### config.mk
export PLATFORM = sky130hd
export DESIGN_NAME = lif_array_flat
export DESIGN_NICKNAME = d
export VERILOG_FILES = /design/src/rtl/lif_pkg.sv /design/src/rtl/lif_array_if.sv /design/src/rtl/lif_cell.sv /design/src/rtl/lif_array.sv /design/src/flat_wrapper.sv
export SDC_FILE = /design/constraint.sdc
export NUM_CORES = 1
export LEC_CHECK = 0
export CAP_MARGIN = 25
export CORE_UTILIZATION = 40
export DETAILED_ROUTE_END_ITERATION = 8
export PLACE_DENSITY = 0.67
export SLEW_MARGIN = 20
export SYNTH_ARGS = -nofsm -noshare
export SYNTH_HDL_FRONTEND = slang
export SYNTH_HIERARCHICAL = 1
export SYNTH_SLANG_ARGS = --single-unit
### constraint.sdc
create_clock -name clk -period 3.5 [get_ports clk]
set_clock_uncertainty 0.15 [all_clocks]
set_input_delay 0.7 -clock clk [delete_from_list [all_inputs] [get_ports clk]]
set_output_delay 0.7 -clock clk [all_outputs]
set_load 0.01 [all_outputs]
### src/rtl/lif_pkg.sv
// Shared constants and helpers for the leaky integrate-and-fire neuron array.
package lif_pkg;

   localparam int REFRAC_W  = 4;
   localparam int MAX_CNT_W = 32;

   // Select/address width for n neurons, never narrower than one bit.
   function automatic int addr_w(input int n);
      return (n <= 2) ? 1 : $clog2(n);
   endfunction

   // Increment that sticks at the all-ones value of a w-bit counter.
   function automatic logic [MAX_CNT_W-1:0] sat_add1(input logic [MAX_CNT_W-1:0] v,
                                                     input int unsigned w);
      logic [MAX_CNT_W-1:0] max_v;
      max_v = (w >= MAX_CNT_W) ? '1 : ((MAX_CNT_W'(1) << w) - MAX_CNT_W'(1));
      return (v >= max_v) ? max_v : v + MAX_CNT_W'(1);
   endfunction

endpackage

### src/rtl/lif_array_if.sv
// Step/config/readout bus between a controller and the neuron array.
interface lif_array_if
   import lif_pkg::*;
#(
   parameter int N_NEURONS = 4,
   parameter int IN_W      = 8,
   parameter int STATE_W   = 8,
   parameter int CNT_W     = 8
);
   localparam int ADDR_W = addr_w(N_NEURONS);

   logic                 en;
   logic [IN_W-1:0]      current;
   logic                 cfg_we;
   logic [ADDR_W-1:0]    cfg_addr;
   logic [IN_W-1:0]      cfg_bias;
   logic                 cnt_clr;
   logic [ADDR_W-1:0]    sel;
   logic [N_NEURONS-1:0] spike;
   logic [STATE_W-1:0]   state_out;
   logic [CNT_W-1:0]     count_out;

   modport master (
      output en, current, cfg_we, cfg_addr, cfg_bias, cnt_clr, sel,
      input  spike, state_out, count_out
   );

   modport slave (
      input  en, current, cfg_we, cfg_addr, cfg_bias, cnt_clr, sel,
      output spike, state_out, count_out
   );
endinterface

### src/rtl/lif_cell.sv
// One leaky integrate-and-fire neuron with bias, refractory timer and spike counter.
module lif_cell
   import lif_pkg::*;
#(
   parameter int IN_W       = 8,
   parameter int STATE_W    = 8,
   parameter int THRESHOLD  = 200,
   parameter int LEAK_SHIFT = 1,
   parameter int REFRAC     = 2,
   parameter int CNT_W      = 8
) (
   input  logic               clk,
   input  logic               rst_n,
   input  logic               i_en,
   input  logic [IN_W-1:0]    i_current,
   input  logic               i_bias_we,
   input  logic [IN_W-1:0]    i_bias,
   input  logic               i_cnt_clr,
   output logic               o_spike,
   output logic [STATE_W-1:0] o_state,
   output logic [CNT_W-1:0]   o_count
);
   // Two guard bits keep current + bias + leaked state from wrapping.
   localparam int SUM_W = ((IN_W > STATE_W) ? IN_W : STATE_W) + 2;

   logic [STATE_W-1:0]  r_state;
   logic [IN_W-1:0]     r_bias;
   logic [REFRAC_W-1:0] r_refrac;
   logic [CNT_W-1:0]    r_count;
   logic                r_spike;

   logic [SUM_W-1:0]    w_sum;
   logic                w_fire;

   assign w_sum  = SUM_W'(i_current) + SUM_W'(r_bias) + SUM_W'(r_state >> LEAK_SHIFT);
   assign w_fire = i_en && (r_refrac == '0) && (w_sum >= SUM_W'(THRESHOLD));

   always_ff @(posedge clk) begin
      if (!rst_n) begin
         r_state  <= '0;
         r_bias   <= '0;
         r_refrac <= '0;
         r_count  <= '0;
         r_spike  <= 1'b0;
      end else begin
         r_spike <= w_fire;
         if (i_bias_we)
            r_bias <= i_bias;
         if (i_en) begin
            if (r_refrac != '0) begin
               r_state  <= '0;
               r_refrac <= r_refrac - REFRAC_W'(1);
            end else if (w_fire) begin
               r_state  <= '0;
               r_refrac <= REFRAC_W'(REFRAC);
            end else begin
               r_state  <= STATE_W'(w_sum);
            end
         end
         // Clear wins over an increment landing in the same cycle.
         if (i_cnt_clr)
            r_count <= '0;
         else if (w_fire)
            r_count <= CNT_W'(sat_add1(MAX_CNT_W'(r_count), CNT_W));
      end
   end

   assign o_spike = r_spike;
   assign o_state = r_state;
   assign o_count = r_count;
endmodule

### src/rtl/lif_array.sv
// Array of LIF neurons on one shared current bus, with bias write decode and readout mux.
module lif_array
   import lif_pkg::*;
#(
   parameter int N_NEURONS  = 4,
   parameter int IN_W       = 8,
   parameter int STATE_W    = 8,
   parameter int THRESHOLD  = 200,
   parameter int LEAK_SHIFT = 1,
   parameter int REFRAC     = 2,
   parameter int CNT_W      = 8
) (
   input  logic       clk,
   input  logic       rst_n,
   lif_array_if.slave bus
);
   localparam int ADDR_W = addr_w(N_NEURONS);

   logic [N_NEURONS-1:0] w_spike;
   logic [N_NEURONS-1:0] w_we;
   logic [STATE_W-1:0]   w_state [N_NEURONS];
   logic [CNT_W-1:0]     w_count [N_NEURONS];
   logic [STATE_W-1:0]   w_rd_state;
   logic [CNT_W-1:0]     w_rd_count;

   for (genvar gi = 0; gi < N_NEURONS; gi++) begin : g_cell
      // Addresses at or beyond N_NEURONS match no cell, so such writes drop.
      assign w_we[gi] = bus.cfg_we && (bus.cfg_addr == ADDR_W'(gi));

      lif_cell #(
         .IN_W       (IN_W),
         .STATE_W    (STATE_W),
         .THRESHOLD  (THRESHOLD),
         .LEAK_SHIFT (LEAK_SHIFT),
         .REFRAC     (REFRAC),
         .CNT_W      (CNT_W)
      ) u_cell (
         .clk        (clk),
         .rst_n      (rst_n),
         .i_en       (bus.en),
         .i_current  (bus.current),
         .i_bias_we  (w_we[gi]),
         .i_bias     (bus.cfg_bias),
         .i_cnt_clr  (bus.cnt_clr),
         .o_spike    (w_spike[gi]),
         .o_state    (w_state[gi]),
         .o_count    (w_count[gi])
      );
   end

   always_comb begin
      w_rd_state = '0;
      w_rd_count = '0;
      for (int i = 0; i < N_NEURONS; i++) begin
         if (bus.sel == ADDR_W'(i)) begin
            w_rd_state = w_state[i];
            w_rd_count = w_count[i];
         end
      end
   end

   assign bus.spike     = w_spike;
   assign bus.state_out = w_rd_state;
   assign bus.count_out = w_rd_count;
endmodule

### src/flat_wrapper.sv
// flat-port wrapper written by rule: the top's interface ports become plain ports
module lif_array_flat import lif_pkg::*;
#(
   parameter int N_NEURONS  = 4,
   parameter int IN_W       = 8,
   parameter int STATE_W    = 8,
   parameter int THRESHOLD  = 200,
   parameter int LEAK_SHIFT = 1,
   parameter int REFRAC     = 2,
   parameter int CNT_W      = 8
)
  (clk, rst_n, bus_en, bus_current, bus_cfg_we, bus_cfg_addr, bus_cfg_bias, bus_cnt_clr, bus_sel, bus_spike, bus_state_out, bus_count_out);
  lif_array_if #(.N_NEURONS(N_NEURONS), .IN_W(IN_W), .STATE_W(STATE_W), .CNT_W(CNT_W)) bus_i ();
  input  logic clk;
  input  logic rst_n;
  input wire logic [$bits(bus_i.en)-1:0] bus_en;
  input wire logic [$bits(bus_i.current)-1:0] bus_current;
  input wire logic [$bits(bus_i.cfg_we)-1:0] bus_cfg_we;
  input wire logic [$bits(bus_i.cfg_addr)-1:0] bus_cfg_addr;
  input wire logic [$bits(bus_i.cfg_bias)-1:0] bus_cfg_bias;
  input wire logic [$bits(bus_i.cnt_clr)-1:0] bus_cnt_clr;
  input wire logic [$bits(bus_i.sel)-1:0] bus_sel;
  output wire logic [$bits(bus_i.spike)-1:0] bus_spike;
  output wire logic [$bits(bus_i.state_out)-1:0] bus_state_out;
  output wire logic [$bits(bus_i.count_out)-1:0] bus_count_out;
  assign bus_i.en = bus_en;
  assign bus_i.current = bus_current;
  assign bus_i.cfg_we = bus_cfg_we;
  assign bus_i.cfg_addr = bus_cfg_addr;
  assign bus_i.cfg_bias = bus_cfg_bias;
  assign bus_i.cnt_clr = bus_cnt_clr;
  assign bus_i.sel = bus_sel;
  assign bus_spike = bus_i.spike;
  assign bus_state_out = bus_i.state_out;
  assign bus_count_out = bus_i.count_out;
  lif_array #(.N_NEURONS(N_NEURONS), .IN_W(IN_W), .STATE_W(STATE_W), .THRESHOLD(THRESHOLD), .LEAK_SHIFT(LEAK_SHIFT), .REFRAC(REFRAC), .CNT_W(CNT_W)) u_core (.clk(clk), .rst_n(rst_n), .bus(bus_i));
endmodule
==> impl_metrics.tcl, run 1 <==
set metrics [dict create \
    cellLeakagePower_nw 4.20 \
    place_congestion 0.874 \
    grt_overflow 0 \
    io_pins 45 \
    synth.area.top_cells "dfxtp_1 30%, fa_1 8.2%, ha_1 6.4%, mux2i_1 4.6%, nor2b_1 3.5%" \
    gr-usage-met1 0.283 \
    die_h_um 142 \
    arrival_ns 3.65 \
    syn_inst 795 \
    critPathSlowestCell "fa_1" \
    synthArstFlopShare 0 \
    row_count 50 \
    die_area_um2 20100 \
    maxCapViolations 0 \
    synth_nets 892 \
    grt_use_met2 0.376 \
    design_area_um2 10400 \
    grt_pass1_wl_mm 34.3 \
    critPathMaxFanout 18 \
    clk_path_buf_depth 2 \
    synth.avg_cell_area_um2 9.83 \
    yosysMostFrequentCell "dfxtp_1" \
    antenna_left 0 \
    ys_seq_elements 116 \
    cp_num_buf_inv 6 \
    place_inst 1176 \
    crit_family "compound AO/OA/AOI/OAI gates" \
    hpwl_mm 15.8 \
    outcome "finished, final reports clean" \
    cts_tree "yes" \
    nNetsFinal 1047 \
    path_clk_slew_ns 0.06 \
    place_area_um2 9260 \
    first_global_vias 6577 \
    grt.busiest_layer "met2" \
    n_fill_cell 1666 \
    synth_edf_count 0 \
    via_per_inst 5.50 \
    route.detailed.drc 0 \
    grt_max_degree 37 \
    min_period_ns 3.48 \
    synth_top_cells_by_count "116 x dfxtp_1, 44 x nand2_1, 44 x nor2b_1" \
    slew_violations 0 \
    drive_gt1_frac 0.277 \
    yosys.area.top_type "dfxtp_1" \
    fp.coreArea_um2 18900 \
    die_w_um 142 \
    met3_usage 0.0368 \
    max_freq_ghz 0.288 \
    required_ns 3.68 \
    multi_input_area_um2 5470 \
    fin_crit_sh 0.993 \
    drt_pass1_iterations 4 \
    area_growth_pct 32.6 \
    r2r_setup_slack_ns 0.20 \
    vias 6731 \
    stdcell_count 1224 \
    drt-initial-drc-count 418 \
    yosysWarnings 6 \
    seqCellArea_um2 2320 \
    max_stage_delay_ns 0.56 \
    tightest_slew_ns 0.588 \
    grt_usage 0.221 \
    cts_hold_buf 0 \
    cts-root-buf "clkbuf_16" \
    peakVddDrop_v 0.000515 \
    yosysTopAreaCellShare 0.297 \
    max_slew_margin 0.608 \
    synthDistinctLibCells 90 \
    wl_per_cell_um 17.5 \
    port_buffers 44 \
    final_hold_viol_count 0 \
    p_per_area_nw_per_um2 774 \
    htreeDepth 4 \
    numCtsBuffers 17 \
    crit_path_frequent_cell "buf_4" \
    initial_core_util 0.413 \
    startpoint_type "input pin" \
    finalSetupViolations 0 \
    crit_chain "dlygate4sd2_1 > buf_6 > fa_1 > ha_2 > buf_4 > buf_4 > inv_1 > o211a_1 > a21oi_1 > o31a_1 > a221o_1 > buf_12 > and3_4 > a311oi_2" \
    synth_flop_cell "dfxtp_1" \
    worstSkewPairLatency_ns 0.41 \
    cts.sink_count 116 \
    drt_wl_total_mm 21.4 \
    crit_type "input pin to flop" \
    cp-end-kind "flop" \
    antenna_found_initial 1 \
    seq_area_frac_synth 0.297 \
    synth_area_um2 7810 \
    min_path_type "flop to flop" \
]
[layout by cell type, fill, tap and decap left out, types with 22 or more instances in the layout]
cell type,n
o21ai_1,22
nor2_1,25
ha_1,25
fa_1,27
dfxtp_1,116
nand3_1,30
buf_4,119
nand2_1,44
a21oi_1,23
mux2i_1,36
and3_1,31
clkdlybuf4s50_1,36
nor2b_1,42
inv_1,32
[cells by family (layout without fill, tap and decap cells)]
group                      count (synthesis)  after routing  share of synthesized area
buffers and inverters                     77            245                     0.0476
muxes                                     53             53                     0.0966
adders and majority gates                 72             72                      0.146
xor gates and xnor gates                  11             11                     0.0123
and+or+nand+nor                          268            268                      0.197
AOI/OAI and AO/OA                        198            198                      0.203
other                                      0              1                          0
DFF                                      116            116                      0.297
[area by class of cell]
type	instances	share of cell area
Clock buffer	24	0.0465
Tap cell	260	0.0314
Clock inverter	8	0.00966
Sequential cell	116	0.224
Antenna cell	1	0.000242
Inverter	36	0.0130
Timing Repair Buffer	177	0.148
Multi-Input combinational cell	602	0.527
[per-layer routing]
metal	routed length, µm	vias up
li1	-	3271
met5	0	-
met1	9640	3295
met4	454	0
met3	764	29
met2	10600	136
[worst paths after layout]
path                                                                       start                                          endpoint  cells past startpoint
worst max-delay path                                              bus_current[3]   u_core/g_cell[1].u_cell/o_count[2]$_SDFFE_PP0P_                     14
worst min-delay path            u_core/g_cell[1].u_cell/r_refrac[1]$_SDFFE_PN0P_  u_core/g_cell[1].u_cell/r_refrac[1]$_SDFFE_PN0P_                      2
worst max register to register   u_core/g_cell[3].u_cell/o_state[2]$_SDFFE_PN0P_   u_core/g_cell[3].u_cell/o_count[0]$_SDFFE_PP0P_                     12
worst min register to register  u_core/g_cell[1].u_cell/r_refrac[1]$_SDFFE_PN0P_  u_core/g_cell[1].u_cell/r_refrac[1]$_SDFFE_PN0P_                      2
[what timing repair did]
item,CTS,global route
buffers inserted,9,5
setup endpoints to repair,76,67
pin swaps,32,39
gates cloned,2,0
resized for setup,73,25
[registers in the layout (all words and copies together) (netlist names)]
register                       cells
u_core/g_cell.u_cell/r_bias       32
u_core/g_cell.u_cell/o_state      32
u_core/g_cell.u_cell/r_refrac     16
u_core/g_cell.u_cell/o_spike       4
u_core/g_cell.u_cell/o_count      32
[power breakdown]
part / switching, mW / leakage, nW / total, mW / internal, mW
sequential: 0.255 / 0.942 / 1.81 / 1.55
combinational: 2.14 / 2.97 / 4.48 / 2.34
clock: 0.625 / 0.284 / 1.73 / 1.10
total: 3.02 / 4.20 / 8.01 / 4.99
[per-stage QoR]
step / total power, mW / TNS [ns] / hold WS (ns) / util / setup slack (ns)
4_1_cts: 7.86 / 0 / 0.330 / 0.543 / 0.000141
2_1_floorplan: 4.10 / 0 / 0.293 / - / 0.00748
6_report: 8.01 / 0 / 0.325 / 0.548 / 0.0247
5_1_grt: 8.49 / -0.161 / 0.351 / 0.548 / -0.0509
3_3_place_gp: 5.46 / -53.09 / 0.315 / 0.490 / -0.851
3_5_place_dp: 5.52 / -55.58 / 0.321 / 0.490 / -0.933
[tightest hold or removal path, stage by stage (launching register included)]
cell     delay, ns
dfxtp_1       0.31
nand2_1       0.05
mux2i_1       0.05
No activity file was read; power rests on OpenSTA's default activity.
==> run 2, diff against run 1 <==
- RECOVER_POWER: unset -> 100
==> impl_metrics.tcl, run 2 (synthesis gave the netlist of run 1 again) <==
set metrics [dict create \
    outcome "finished, final reports clean" \
    finalWorstSetupSlack_ns 0.0225 \
    r2r-start "u_core/g_cell[3].u_cell/o_state[2]$_SDFFE_PN0P_" \
    critPathSlowestCell "fa_1" \
    layout_commonest_cell "dfxtp_1" \
    first_global_vias 6577 \
    required_ns 3.67 \
    die_h_um 142 \
    wl_per_cell_um 17.5 \
    hpwl_mm 15.8 \
    nNetsFinal 1047 \
    row_count 50 \
    finalSetupViolations 0 \
    die_area_um2 20100 \
    startpoint_type "input pin" \
    arrival_ns 3.65 \
    crit_path_frequent_cell "buf_4" \
    power_mw 8.01 \
    tightest_slew_ns 0.624 \
    grt_pass1_wl_mm 34.3 \
    path_clk_slew_ns 0.06 \
    vias 6781 \
    cellLeakagePower_nw 4.20 \
    area_growth_pct 32.5 \
    place_inst 1176 \
    utilization 0.548 \
    crit_chain "dlygate4sd2_1 > buf_6 > fa_1 > ha_2 > buf_4 > buf_4 > inv_1 > o211a_1 > a21oi_1 > o31a_1 > a221o_1 > buf_12 > and3_4 > a311oi_2" \
    critPathMaxFanout 18 \
    via_per_inst 5.54 \
    fin_setup_tns_ns 0 \
    numCtsBuffers 17 \
    drt-initial-drc-count 416 \
    grt_max_degree 37 \
    stdcell_count 1224 \
    cts_tree "yes" \
    crit_type "input pin to flop" \
    cts-root-buf "clkbuf_16" \
    io_pins 45 \
    max_freq_ghz 0.288 \
    min_path_type "flop to flop" \
    fin_crit_sh 0.994 \
    htreeDepth 4 \
    initial_core_util 0.413 \
    drive_gt1_frac 0.273 \
    pre_cts_slack_ns -0.933 \
    antenna_left 0 \
    worstSkewPairLatency_ns 0.41 \
    min_period_ns 3.48 \
    antenna_found_initial 1 \
    final_cell_mix "116 x dfxtp_1, 115 x buf_4, 44 x nand2_1" \
    maxCapViolations 0 \
    route.detailed.drc 0 \
    peakVddDrop_v 0.000515 \
    slew_violations 0 \
    crit_start "bus_current[3]" \
    clk_path_buf_depth 2 \
    die_w_um 142 \
    n_fill_cell 1669 \
    port_buffers 44 \
    drt_pass1_iterations 5 \
    grt_usage 0.221 \
    worstHoldStart "u_core/g_cell[1].u_cell/r_refrac[1]$_SDFFE_PN0P_" \
    max_stage_delay_ns 0.56 \
    p_per_area_nw_per_um2 774 \
    place_congestion 0.874 \
    max_slew_margin 0.584 \
    cp-end-kind "flop" \
    drt_wl_total_mm 21.4 \
    grt_overflow 0 \
    cts_hold_buf 0 \
    final_hold_viol_count 0 \
    fp.coreArea_um2 18900 \
    cts.sink_count 116 \
]
## run 2: cell types whose count changed in the layout (fill, tap and decap cells not counted), sizes merged
cell           before  now
clkdlybuf4s50      36   28
dlygate4sd3         0    8
buf               135  131
clkbuf             26   30
## run 2: routing by layer
metal	GRT usage	routed length, µm	vias to the layer above
li1	-	-	3273
met1	0.283	9440	3308
met2	0.376	10500	172
met3	0.0368	935	28
met4	0.0770	450	0
met5	0	0	-
## run 2: metrics by stage
step	hold WS (ns)	area, µm²
detailed placement	0.321	9260
floorplan	0.293	7810
finish	0.329	10300
CTS	0.330	10300
global placement	0.315	9260
global route	0.351	10300
## run 2: worst paths after layout
path / slack, ns / endpoint / depth (start not counted)
min reg2reg: 0.33 / u_core/g_cell[1].u_cell/r_refrac[1]$_SDFFE_PN0P_ / 2
max: 0.02 / u_core/g_cell[1].u_cell/o_count[2]$_SDFFE_PP0P_ / 14
max reg2reg: 0.20 / u_core/g_cell[3].u_cell/o_count[0]$_SDFFE_PP0P_ / 12
min: 0.33 / u_core/g_cell[1].u_cell/r_refrac[1]$_SDFFE_PN0P_ / 2
## run 2: area by class of cell
class                   instances  area, µm²  share of cell area
repair buffers                177       1510               0.146
clock inverters                 8        100             0.00967
inverters                      36        135              0.0131
clock buffers                  24        482              0.0466
flip-flops and latches        116       2320               0.224
diodes                          1       2.50            0.000242
multi-input cells             602       5470               0.528
well taps                     260        325              0.0314
## run 2: repair_timing
| action | in CTS | in global routing |
|---|---|---|
| endpoints found under the setup margin | 76 | 67 |
| pin swaps | 32 | 39 |
| gates resized for setup | 73 | 25 |
| endpoints found under the hold margin | 0 | 0 |
| cloned | 2 | 0 |
| buffers inserted | 9 | 5 |
## run 2: power breakdown
part	switching, mW	total [mW]	leakage [nW]	internal [mW]
clock network	0.626	1.73	0.284	1.10
logic	2.14	4.47	2.98	2.33
registers	0.253	1.81	0.942	1.55
total	3.02	8.01	4.20	4.98
## run 2: worst max-delay path, delay by kind of cell
family | cells | cell delay [ns]
AOI/OAI and AO/OA | 5 | 1.08
buffers and inverters | 6 | 0.86
adders and majority gates | 2 | 0.85
and+or+nand+nor | 1 | 0.16
